[src/rtl/sys_pkg.sv]
// sys shared definitions: SPI command codes, identity bytes, RX states.
// Imported by the monitor-core system block.
package sys_pkg;

  localparam logic [7:0] CMD_ID      = 8'd1;
  localparam logic [7:0] CMD_CFG     = 8'd2;
  localparam logic [7:0] CMD_OVL     = 8'd3;
  localparam logic [7:0] CMD_COLOR   = 8'd4;
  localparam logic [7:0] CMD_JOY     = 8'd5;
  localparam logic [7:0] CMD_LOADING = 8'd6;
  localparam logic [7:0] CMD_ROM     = 8'd7;

  localparam logic [7:0] ID_M   = 8'h4D;
  localparam logic [7:0] ID_C   = 8'h43;
  localparam logic [7:0] ID_END = 8'h00;

  typedef enum logic [1:0] {
    ST_CMD,
    ST_ARGS,
    ST_DATA,
    ST_DONE
  } rx_state_t;

  // index of the final argument byte
  function automatic logic [1:0] arg_last(
    input logic [7:0] c
  );
    case (c)
      CMD_CFG:   return 2'd3;
      CMD_COLOR: return 2'd1;
      CMD_ROM:   return 2'd2;
      default:   return 2'd0;
    endcase
  endfunction

  function automatic logic [7:0] id_digit(
    input int id
  );
    return 8'(32'h30 + id);
  endfunction

endpackage

[src/rtl/sys_if.sv]
// SPI pin bundle between the board MCU and the sys block.
// The MCU side is the master.
interface sys_if;
  logic cs;
  logic sclk;
  logic mosi;
  logic miso;

  modport master (
    output cs, sclk, mosi,
    input  miso
  );

  modport slave (
    input  cs, sclk, mosi,
    output miso
  );
endinterface

[src/rtl/spi_slave_byte.sv]
// Oversampled SPI mode-0 slave: synchronizers, byte RX shift,
// TX shift with preload while CS is high.
module spi_slave_byte (
  input  logic       clk,
  input  logic       rst_n,
  sys_if.slave       spi,
  input  logic [7:0] tx_byte,
  output logic [7:0] byte_rx,
  output logic       byte_valid,
  output logic       cs_high,
  output logic       tx_done
);

  logic [1:0] cs_s;
  logic [1:0] sck_s;
  logic [1:0] mosi_s;
  logic       sck_d;
  logic       cs_d;
  logic [2:0] bit_cnt;
  logic [6:0] sr;
  logic [7:0] txreg;
  logic       got8;
  logic       rise;

  assign cs_high  = cs_s[1];
  assign rise     = sck_s[1] & ~sck_d & ~cs_s[1];
  assign spi.miso = txreg[7];
  // pops only on a CS rise ending a full-byte read
  assign tx_done  = cs_s[1] & ~cs_d & got8;

  always_ff @(posedge clk or negedge rst_n) begin
    if (!rst_n) begin
      cs_s       <= 2'b11;
      sck_s      <= 2'b00;
      mosi_s     <= 2'b00;
      sck_d      <= 1'b0;
      cs_d       <= 1'b1;
      bit_cnt    <= 3'd0;
      sr         <= 7'd0;
      txreg      <= 8'd0;
      got8       <= 1'b0;
      byte_rx    <= 8'd0;
      byte_valid <= 1'b0;
    end else begin
      cs_s       <= {cs_s[0], spi.cs};
      sck_s      <= {sck_s[0], spi.sclk};
      mosi_s     <= {mosi_s[0], spi.mosi};
      sck_d      <= sck_s[1];
      cs_d       <= cs_s[1];
      byte_valid <= 1'b0;
      if (cs_s[1]) begin
        bit_cnt <= 3'd0;
        got8    <= 1'b0;
        txreg   <= tx_byte;
      end else if (rise) begin
        bit_cnt <= bit_cnt + 3'd1;
        sr      <= {sr[5:0], mosi_s[1]};
        txreg   <= {txreg[6:0], 1'b0};
        if (bit_cnt == 3'd7) begin
          byte_rx    <= {sr, mosi_s[1]};
          byte_valid <= 1'b1;
          got8       <= 1'b1;
        end
      end
    end
  end

endmodule

[src/rtl/sys.sv]
// Monitor-core system block: SPI command decode, response queue,
// core config, overlay and ROM byte streaming.
module sys
  import sys_pkg::*;
#(
  parameter int FREQ    = 21_477_000,
  parameter int CORE_ID = 1
) (
  input  logic        clk,
  input  logic        resetn,
  output logic        overlay,
  input  logic [8:0]  overlay_x,
  input  logic [7:0]  overlay_y,
  output logic [14:0] overlay_color,
  input  logic [11:0] joy1,
  input  logic [11:0] joy2,
  output logic        rom_loading,
  output logic [7:0]  rom_do,
  output logic        rom_do_valid,
  output logic [31:0] core_config,
  input  logic        sspi_cs,
  input  logic        sspi_clk,
  input  logic        sspi_mosi,
  output logic        sspi_miso
);

  localparam int TMO = FREQ / 100;
  localparam int TW  = $clog2(TMO + 1);

  sys_if spi_pins ();

  assign spi_pins.cs   = sspi_cs;
  assign spi_pins.sclk = sspi_clk;
  assign spi_pins.mosi = sspi_mosi;
  assign sspi_miso     = spi_pins.miso;

  logic [7:0]  byte_rx;
  logic        byte_valid;
  logic        cs_high;
  logic        tx_done;
  logic [7:0]  head;

  spi_slave_byte u_spi (
    .clk        (clk),
    .rst_n      (resetn),
    .spi        (spi_pins.slave),
    .tx_byte    (head),
    .byte_rx    (byte_rx),
    .byte_valid (byte_valid),
    .cs_high    (cs_high),
    .tx_done    (tx_done)
  );

  rx_state_t   state;
  rx_state_t   state_n;
  logic [7:0]  cmd;
  logic [1:0]  arg_cnt;
  logic [23:0] args;
  logic [23:0] len;
  logic [23:0] len_full;
  logic        last_arg;
  logic        commit;
  logic        rom_stb;
  logic [14:0] color;

  assign last_arg = arg_cnt == arg_last(cmd);
  assign len_full = {args[15:0], byte_rx};

  always_comb begin
    state_n = state;
    commit  = 1'b0;
    rom_stb = 1'b0;
    if (cs_high) begin
      state_n = ST_CMD;
    end else if (byte_valid) begin
      unique case (state)
        ST_CMD: state_n = ST_ARGS;
        ST_ARGS: begin
          if (last_arg) begin
            commit  = 1'b1;
            state_n = (cmd == CMD_ROM && len_full != 24'd0)
                    ? ST_DATA : ST_DONE;
          end
        end
        ST_DATA: begin
          rom_stb = 1'b1;
          if (len == 24'd1) state_n = ST_DONE;
        end
        default: ;
      endcase
    end
  end

  always_ff @(posedge clk or negedge resetn) begin
    if (!resetn) begin
      state   <= ST_CMD;
      cmd     <= 8'd0;
      arg_cnt <= 2'd0;
      args    <= 24'd0;
      len     <= 24'd0;
    end else begin
      state <= state_n;
      if (byte_valid && !cs_high) begin
        unique case (state)
          ST_CMD: begin
            cmd     <= byte_rx;
            arg_cnt <= 2'd0;
            args    <= 24'd0;
          end
          ST_ARGS: begin
            args    <= {args[15:0], byte_rx};
            arg_cnt <= arg_cnt + 2'd1;
            if (last_arg) len <= len_full;
          end
          ST_DATA: len <= len - 24'd1;
          default: ;
        endcase
      end
    end
  end

  always_ff @(posedge clk or negedge resetn) begin
    if (!resetn) begin
      overlay       <= 1'b0;
      color         <= 15'd0;
      overlay_color <= 15'd0;
      rom_loading   <= 1'b0;
      rom_do        <= 8'd0;
      rom_do_valid  <= 1'b0;
      core_config   <= 32'd0;
    end else begin
      rom_do_valid <= rom_stb;
      if (rom_stb) rom_do <= byte_rx;
      if (commit) begin
        unique case (cmd)
          CMD_CFG:     core_config <= {args, byte_rx};
          CMD_OVL:     overlay     <= byte_rx[0];
          CMD_COLOR:   color       <= {args[6:0], byte_rx};
          CMD_LOADING: rom_loading <= byte_rx[0];
          default: ;
        endcase
      end
      overlay_color <= (overlay && (overlay_x[3] ^ overlay_y[3]))
                     ? color : 15'd0;
    end
  end

  logic [7:0]    q [4];
  logic [2:0]    q_cnt;
  logic [1:0]    q_rd;
  logic [TW-1:0] tmo;
  logic          fresh;
  logic          load_id;
  logic          load_joy;

  assign load_id  = commit && cmd == CMD_ID;
  assign load_joy = commit && cmd == CMD_JOY;
  assign head     = (q_cnt != 3'd0) ? q[q_rd] : 8'd0;

  // fresh blocks the pop at the end of the loading transaction
  always_ff @(posedge clk or negedge resetn) begin
    if (!resetn) begin
      q     <= '{default: 8'd0};
      q_cnt <= 3'd0;
      q_rd  <= 2'd0;
      tmo   <= '0;
      fresh <= 1'b0;
    end else begin
      if (cs_high) fresh <= 1'b0;
      if (load_id || load_joy) begin
        q[0]  <= load_id ? ID_M : {4'h0, joy1[11:8]};
        q[1]  <= load_id ? ID_C : joy1[7:0];
        q[2]  <= load_id ? id_digit(CORE_ID) : {4'h0, joy2[11:8]};
        q[3]  <= load_id ? ID_END : joy2[7:0];
        q_cnt <= 3'd4;
        q_rd  <= 2'd0;
        tmo   <= '0;
        fresh <= 1'b1;
      end else if (tx_done && !fresh && q_cnt != 3'd0) begin
        q_cnt <= q_cnt - 3'd1;
        q_rd  <= q_rd + 2'd1;
        tmo   <= '0;
      end else if (q_cnt != 3'd0) begin
        if (tmo == TW'(TMO - 1)) q_cnt <= 3'd0;
        else tmo <= tmo + 1'b1;
      end
    end
  end

  logic unused_xy;
  assign unused_xy = ^{overlay_x[8:4], overlay_x[2:0],
                       overlay_y[7:4], overlay_y[2:0]};

endmodule

[config.mk]
export PLATFORM = sky130hd
export DESIGN_NAME = sys
export DESIGN_NICKNAME = d
export VERILOG_FILES = /design/src/rtl/sys_pkg.sv /design/src/rtl/sys_if.sv /design/src/rtl/spi_slave_byte.sv /design/src/rtl/sys.sv
export SDC_FILE = /design/constraint.sdc
export NUM_CORES = 1
export LEC_CHECK = 0
export CORE_UTILIZATION = 51
export CTS_CLUSTER_DIAMETER = 50
export DETAILED_ROUTE_END_ITERATION = 12
export PLACE_DENSITY = 0.76
export SKIP_LAST_GASP = 1
export SYNTH_ARGS = -nofsm -noshare
export SYNTH_HDL_FRONTEND = slang
export SYNTH_SLANG_ARGS = --single-unit
[constraint.sdc]
create_clock -name clk -period 2.25 [get_ports clk]
set_input_delay 0.45 -clock clk [delete_from_list [all_inputs] [get_ports clk]]
set_output_delay 0.45 -clock clk [all_outputs]
set_load 0.005 [all_outputs]
---- Word-level counts from Yosys, hierarchy flattened ----
Index checks and enable logic that the tools add are counted.
word-level totals
  input bits .............................. 46
  register bits ........................... 225
  logic and storage cells ................. 149
cells by class
  magnitude comparators ................... 1
  equal/unequal tests ..................... 17
  mux-type cells .......................... 49
  reductions and logical operators ........ 36
  bitwise gates (word level) .............. 9
  $add $sub $neg .......................... 6
operators with widths
  cell                   count
  $pmux 24 s2            2
  $mux 18                4
  $mux 8                 7
  $eq 8x3->1 const B     4
  $eq 24x1->1 const B    1
  $mux 24                1
  $reduce_bool 24->1     1
  $sub 24x1->24 const B  1
  $reduce_and 2->1       10
  $add 18x1->18 const B  1
  $eq 18x18->1 const B   1
  $mux 3                 6
  $bmux 8 s2             1
  $eq 8x2->1 const B     2
  $mux 1                 16
  $mux 15                1
  $reduce_bool 2->1      7
  $mux 2                 6
  $pmux 2 s3             2
  $reduce_bool 3->1      3
  $eq 8x1->1 const B     1
  $logic_and 1x1->1      7
  $mux 7                 1
  $mux 6                 1
  other kinds (22)       31

---- Depth between registers and ports, before layout ----
  word-level depth ........................ 11
  depth in mapped cells ................... 9
  gate-level depth less buffers ........... 7

---- Hierarchy ----
Synthesis repeated with hierarchy kept, for this count alone.
second synthesis, totals
  cells, all modules ...................... 860
  area, all modules ....................... 9877.0 µm²
modules (own cells, without submodules)
  module          cells each  times used  area each (µm²)
  sys             767         1           8505.7
  spi_slave_byte  93          1           1371.3

---- Worst setup path after synthesis ----
Ideal clock, no wire load.
  path type ............................... reg-to-reg
  start ................................... register cmd[5]
  end ..................................... register len[23]
  setup slack ............................. -0.075 ns
  stages on the path, launching flop included .. 7
  library setup time ...................... 0.126 ns
  required time ........................... 2.124 ns
  arrival time ............................ 2.199 ns
  period minus slack after synthesis ...... 2.325 ns
  cells stage by stage .................... dfrtp_1 > or4_4 > nor4_4 > mux2i_1 > nor2_1 > buf_4 > a221o_1
on the way
  word-level cells in the longest chain between the ends .. 5
  elaborated cells between the ends (all ways) .. 7
  classes of those cells .................. eq/ne: 5; mux: 1; reduce/logical: 1
RTL lines
  item                                             RTL line       RTL
  start: declaration                               sys.sv:56      logic [7:0] cmd;
  start signal: assignment                         sys.sv:106     cmd <= byte_rx;
  $eq 8x3->1 / $eq 8x2->1 (equally long branches)  sys_pkg.sv:28  case (c)
  $pmux 2 s3 (*)                                   sys_pkg.sv:28
  $eq 2x2->1 (*)                                   sys.sv:66      assign last_arg = arg_cnt == arg_last(cmd);
  $ne 2x2->1 (no source line) (*)                  --
  $reduce_and 3->1 (no source line) (*)            --
  end signal: assignment                           sys.sv:113     if (last_arg) len <= len_full;
  end signal: assignment                           sys.sv:115     ST_DATA: len <= len - 24'd1;
  end: declaration                                 sys.sv:59      logic [23:0] len;
Every way passes the cells marked *; elsewhere a longest branch is shown, timed or not.
A chain may end at the register's enable or synchronous reset.

---- Worst setup path in the final report ----
  start ................................... register len[1]
  end ..................................... register len[18]
on the way
  word-level cells in the longest chain between the ends .. 2
RTL lines
  item           RTL line    RTL
  $sub 24x1->24  sys.sv:115
  $pmux 24 s2    sys.sv:104  unique case (state)
No other way between the ends.

==> key figures <==
Die
  • Core area: 0.0189 mm²
  • Die Y-Extent: 142 µm
  • Die W: 142 µm
  • Top Ports: 105
  • Die Area: 0.0201 mm²
  • Initial Util: 52.7%
  • Site Rows: 50

Synthesis
  • Ys flop type: dfrtp_1
  • Synth Register Bits: 218
  • Post-synthesis cell type count: 67
  • Mapped Cells: 868
  • Asr flop ratio synth: 100%
  • Netlist area before placement: 0.00996 mm²
  • Synthesized area per cell: 11.5 µm²
  • YS warnings: 0
  • EDFF count, synth: 0
  • Seq/Total Area, Yosys: 54.8%
  • Synth Net Count: 925

Placed design
  • Detailed Place HPWL: 14,600 µm
  • IO buf count: 89
  • GPL Wtd Cong: 0.932
  • Post-DP Area: 0.0115 mm²

Power and ir drop
  • Switching share of total power: 21.5%
  • Int Power: 6.47 mW
  • Switching pwr: 1.77 mW
  • Comb pwr share: 2.8%
  • Leak pwr: 5.77 nW
  • Maximum vdd drop: 442 µV
  • Sequential power share: 48.8%
  • Power per standard cell area: 661 mW/mm²
  • Clock Power Share: 48.3%

Worst setup path
  • Worst path bufs/invs: 1
  • Crit-path cells: inv_1 > ha_1 > or3b_2 > nor3_1 > nand3_1 > o311ai_0 > o221ai_1
  • Worst path slowest cell: or3b_2
  • CP required: 2.61 ns
  • Startpoint class of the critical path: flop
  • CP peak stage delay: 0.50 ns
  • CP Max Fanout: 4
  • Critical Path AT: 2.64 ns
  • Crit path depth: 7
  • Crit end category: flop
  • Worst Reg-to-Reg Cells: 7
  • CP top delay family: simple AND/OR/NAND/NOR gates
  • Worst Setup Path Type: reg -> reg

Cells and area
  • Final nets: 1,056
  • # diodes: 0
  • Fin area: 0.0125 mm²
  • Fin util: 66.0%
  • Most common cell after layout, fill and taps aside: dfrtp_1
  • Layout overhead on the synthesized area: 25.2%
  • Share of cells above drive strength 1: 22.9%
  • Most frequent cells in the layout: 213 x dfrtp_1, 97 x nand2_1, 88 x clkdlybuf4s50_1

Timing
  • Worst-margin pin slew: 0.651 ns
  • Clk_skew: 0.0114 ns
  • Final worst-path cycle share: 102%
  • Final WS setup: -0.0366 ns
  • Max-slew headroom: 56.2%
  • Fin Setup TNS: -0.0455 ns
  • # setup viols final: 2
  • Max frequency: 437 MHz
  • Final Slew Violations: 0
  • Tmin final: 2.29 ns
  • RSZ-0062 raised after global routing: yes
  • Fin. Hold Viols: 0

Flow run
  • Max Cap Viol: 0

Global route
  • Number of global-route vias before repair: 7,258
  • First-pass GRT wire length: 36,700 µm
  • Gr usage total: 22.6%
  • Global route overflow: 0
  • Largest net degree at the start of global routing: 57
  • Initial antenna violation count: 0

Detailed routing
  • Pre-antenna DRT Iters: 5
  • ANT nets after route: 0
  • WL per Instance: 17.4 µm
  • Initial drt markers: 440
  • Drt drc: 0
  • Wirelength, routed: 22,300 µm
  • Routed vias: 7,396
  • Via density: 5.80

Worst hold path
  • Hold WC Path Type: reg -> reg
  • Hold path depth: 0

CTS
  • Clock-pin slew on the worst setup and hold paths: 0.06 ns
  • CTS tree: done
  • Number of buffers created by CTS: 25
  • Clock root cell: clkbuf_16
  • Sink Count: 218
  • H-tree depth: 1
  • Worst skew pair latency: 0.51 ns
  • Max Root-Sink Buffers: 3

Status
  • Status: finished, violations left
  • Violated checks: negative setup slack
-- registers in the layout, summed over array words and instances, names as in the netlist, 3 cells and up --
| signal | flops |
|---|---|
| u_spi.sr | 7 |
| core_config | 32 |
| u_spi.bit_cnt | 3 |
| u_spi.byte_rx | 8 |
| color | 15 |
| args | 24 |
| tmo | 18 |
| rom_do | 8 |
| u_spi.txreg | 8 |
| cmd | 8 |
| len | 24 |
| overlay_color | 15 |
| q | 25 |
| q_cnt | 3 |
-- cells in the mapped netlist (3+ instances only) --
master / n / area share, %
a2111o_1: 9 / 1.0
a21o_1: 3 / 0.23
a21oi_1: 17 / 0.85
a22o_1: 28 / 2.5
a22oi_1: 10 / 0.75
a31oi_1: 9 / 0.57
a32o_1: 4 / 0.40
and2_1: 3 / 0.19
and3_1: 19 / 1.2
and4_1: 3 / 0.26
buf_1: 10 / 0.38
buf_2: 11 / 0.55
buf_4: 3 / 0.23
clkbuf_1: 33 / 1.2
dfrtp_1: 215 / 54
dfstp_2: 3 / 0.79
ha_1: 11 / 1.4
inv_1: 19 / 0.72
mux2_2: 85 / 9.6
mux2i_1: 16 / 1.6
mux4_2: 4 / 0.90
nand2_1: 97 / 3.7
nand2b_1: 3 / 0.19
nand3_1: 40 / 2.0
nand3b_1: 4 / 0.30
nand4_1: 11 / 0.69
nor2_1: 48 / 1.8
nor2b_1: 3 / 0.19
nor3_1: 13 / 0.65
nor4_1: 12 / 0.75
nor4_4: 3 / 0.64
o2111ai_1: 7 / 0.62
o211ai_1: 11 / 0.83
o21ai_0: 16 / 0.80
o221ai_1: 21 / 1.8
o22ai_1: 5 / 0.31
o311ai_0: 3 / 0.26
or3_1: 7 / 0.44
or4_1: 3 / 0.23
or4_4: 3 / 0.34
xnor2_1: 4 / 0.35
xor2_1: 7 / 0.62
-- what timing repair did --
item,CTS,global route
hold buffers,1,0
setup endpoints to repair,0,76
resized for setup,0,18
endpoints found under the hold margin,51,0
buffers inserted,0,4
-- cells by family (layout without fill, tap and decap cells) --
group / after synthesis / in the layout / synth area share (%)
simple gates: 287 / 287 / 14.9
flops: 218 / 218 / 54.8
compound gates: 157 / 157 / 12.4
mux: 106 / 106 / 12.3
buf+inv: 78 / 226 / 3.27
fa+ha+maj: 11 / 11 / 1.38
xor+xnor: 11 / 11 / 0.967
-- final cells by class --
| class | instances | area, µm² |
|---|---|---|
| multi-input combinational | 572 | 4240 |
| inverter | 20 | 75.1 |
| clock inverter | 12 | 146 |
| clock buffer | 32 | 672 |
| tap | 260 | 325 |
| sequential | 218 | 5460 |
| fill | 1428 | 6420 |
| timing repair buffer | 162 | 1550 |
-- power by group through the flow --
stage | logic [mW] | registers (mW) | clock network (mW)
after floorplan | 0.0763 | 4.08 | 0
after detailed placement | 0.240 | 4.09 | 0
after CTS | 0.242 | 4.02 | 4.06
after global placement | 0.233 | 4.09 | 0
final | 0.234 | 4.03 | 3.98
after global routing | 0.266 | 4.03 | 4.21
-- worst reg2reg max path: cells and delay by family (launching register included) --
family | cells | cell delay (ns)
flops | 1 | 0.41
buf+inv | 1 | 0.09
simple gates | 3 | 0.96
compound gates | 2 | 0.50
fa+ha+maj | 1 | 0.17
-- metrics by stage --
| step | setup slack [ns] | hold WS (ns) | cells | power (mW) |
|---|---|---|---|---|
| finish | -0.0366 | 0.352 | 1276 | 8.24 |
| detailed placement | 0.0241 | 0.341 | 1226 | 4.33 |
| global route | -0.104 | 0.357 | 1276 | 8.51 |
| CTS | 0.0246 | 0.349 | 1271 | 8.32 |
| floorplan | 0.0356 | 0.154 | 868 | 4.16 |
| global placement | 0.0742 | 0.334 | 1226 | 4.32 |
-- worst paths after layout --
kind | from | end | slack (ns)
min | u_spi.mosi_s[0] | u_spi.mosi_s[1] | 0.35
max | len[1] | len[18] | -0.04
max in group asynchronous | resetn | u_spi.cs_s[1] | 1.10
min reg2reg | u_spi.mosi_s[0] | u_spi.mosi_s[1] | 0.35
min in group asynchronous | resetn | overlay_color[4] | 0.49
max reg2reg | len[1] | len[18] | -0.04
-- layer usage --
layer  track usage (%)  wire length, µm
met3              2.60              927
met2              38.4            11000
met1              30.5             9830
met5                 0                0
met4              7.13              519
(Power assumes the default switching activity.)
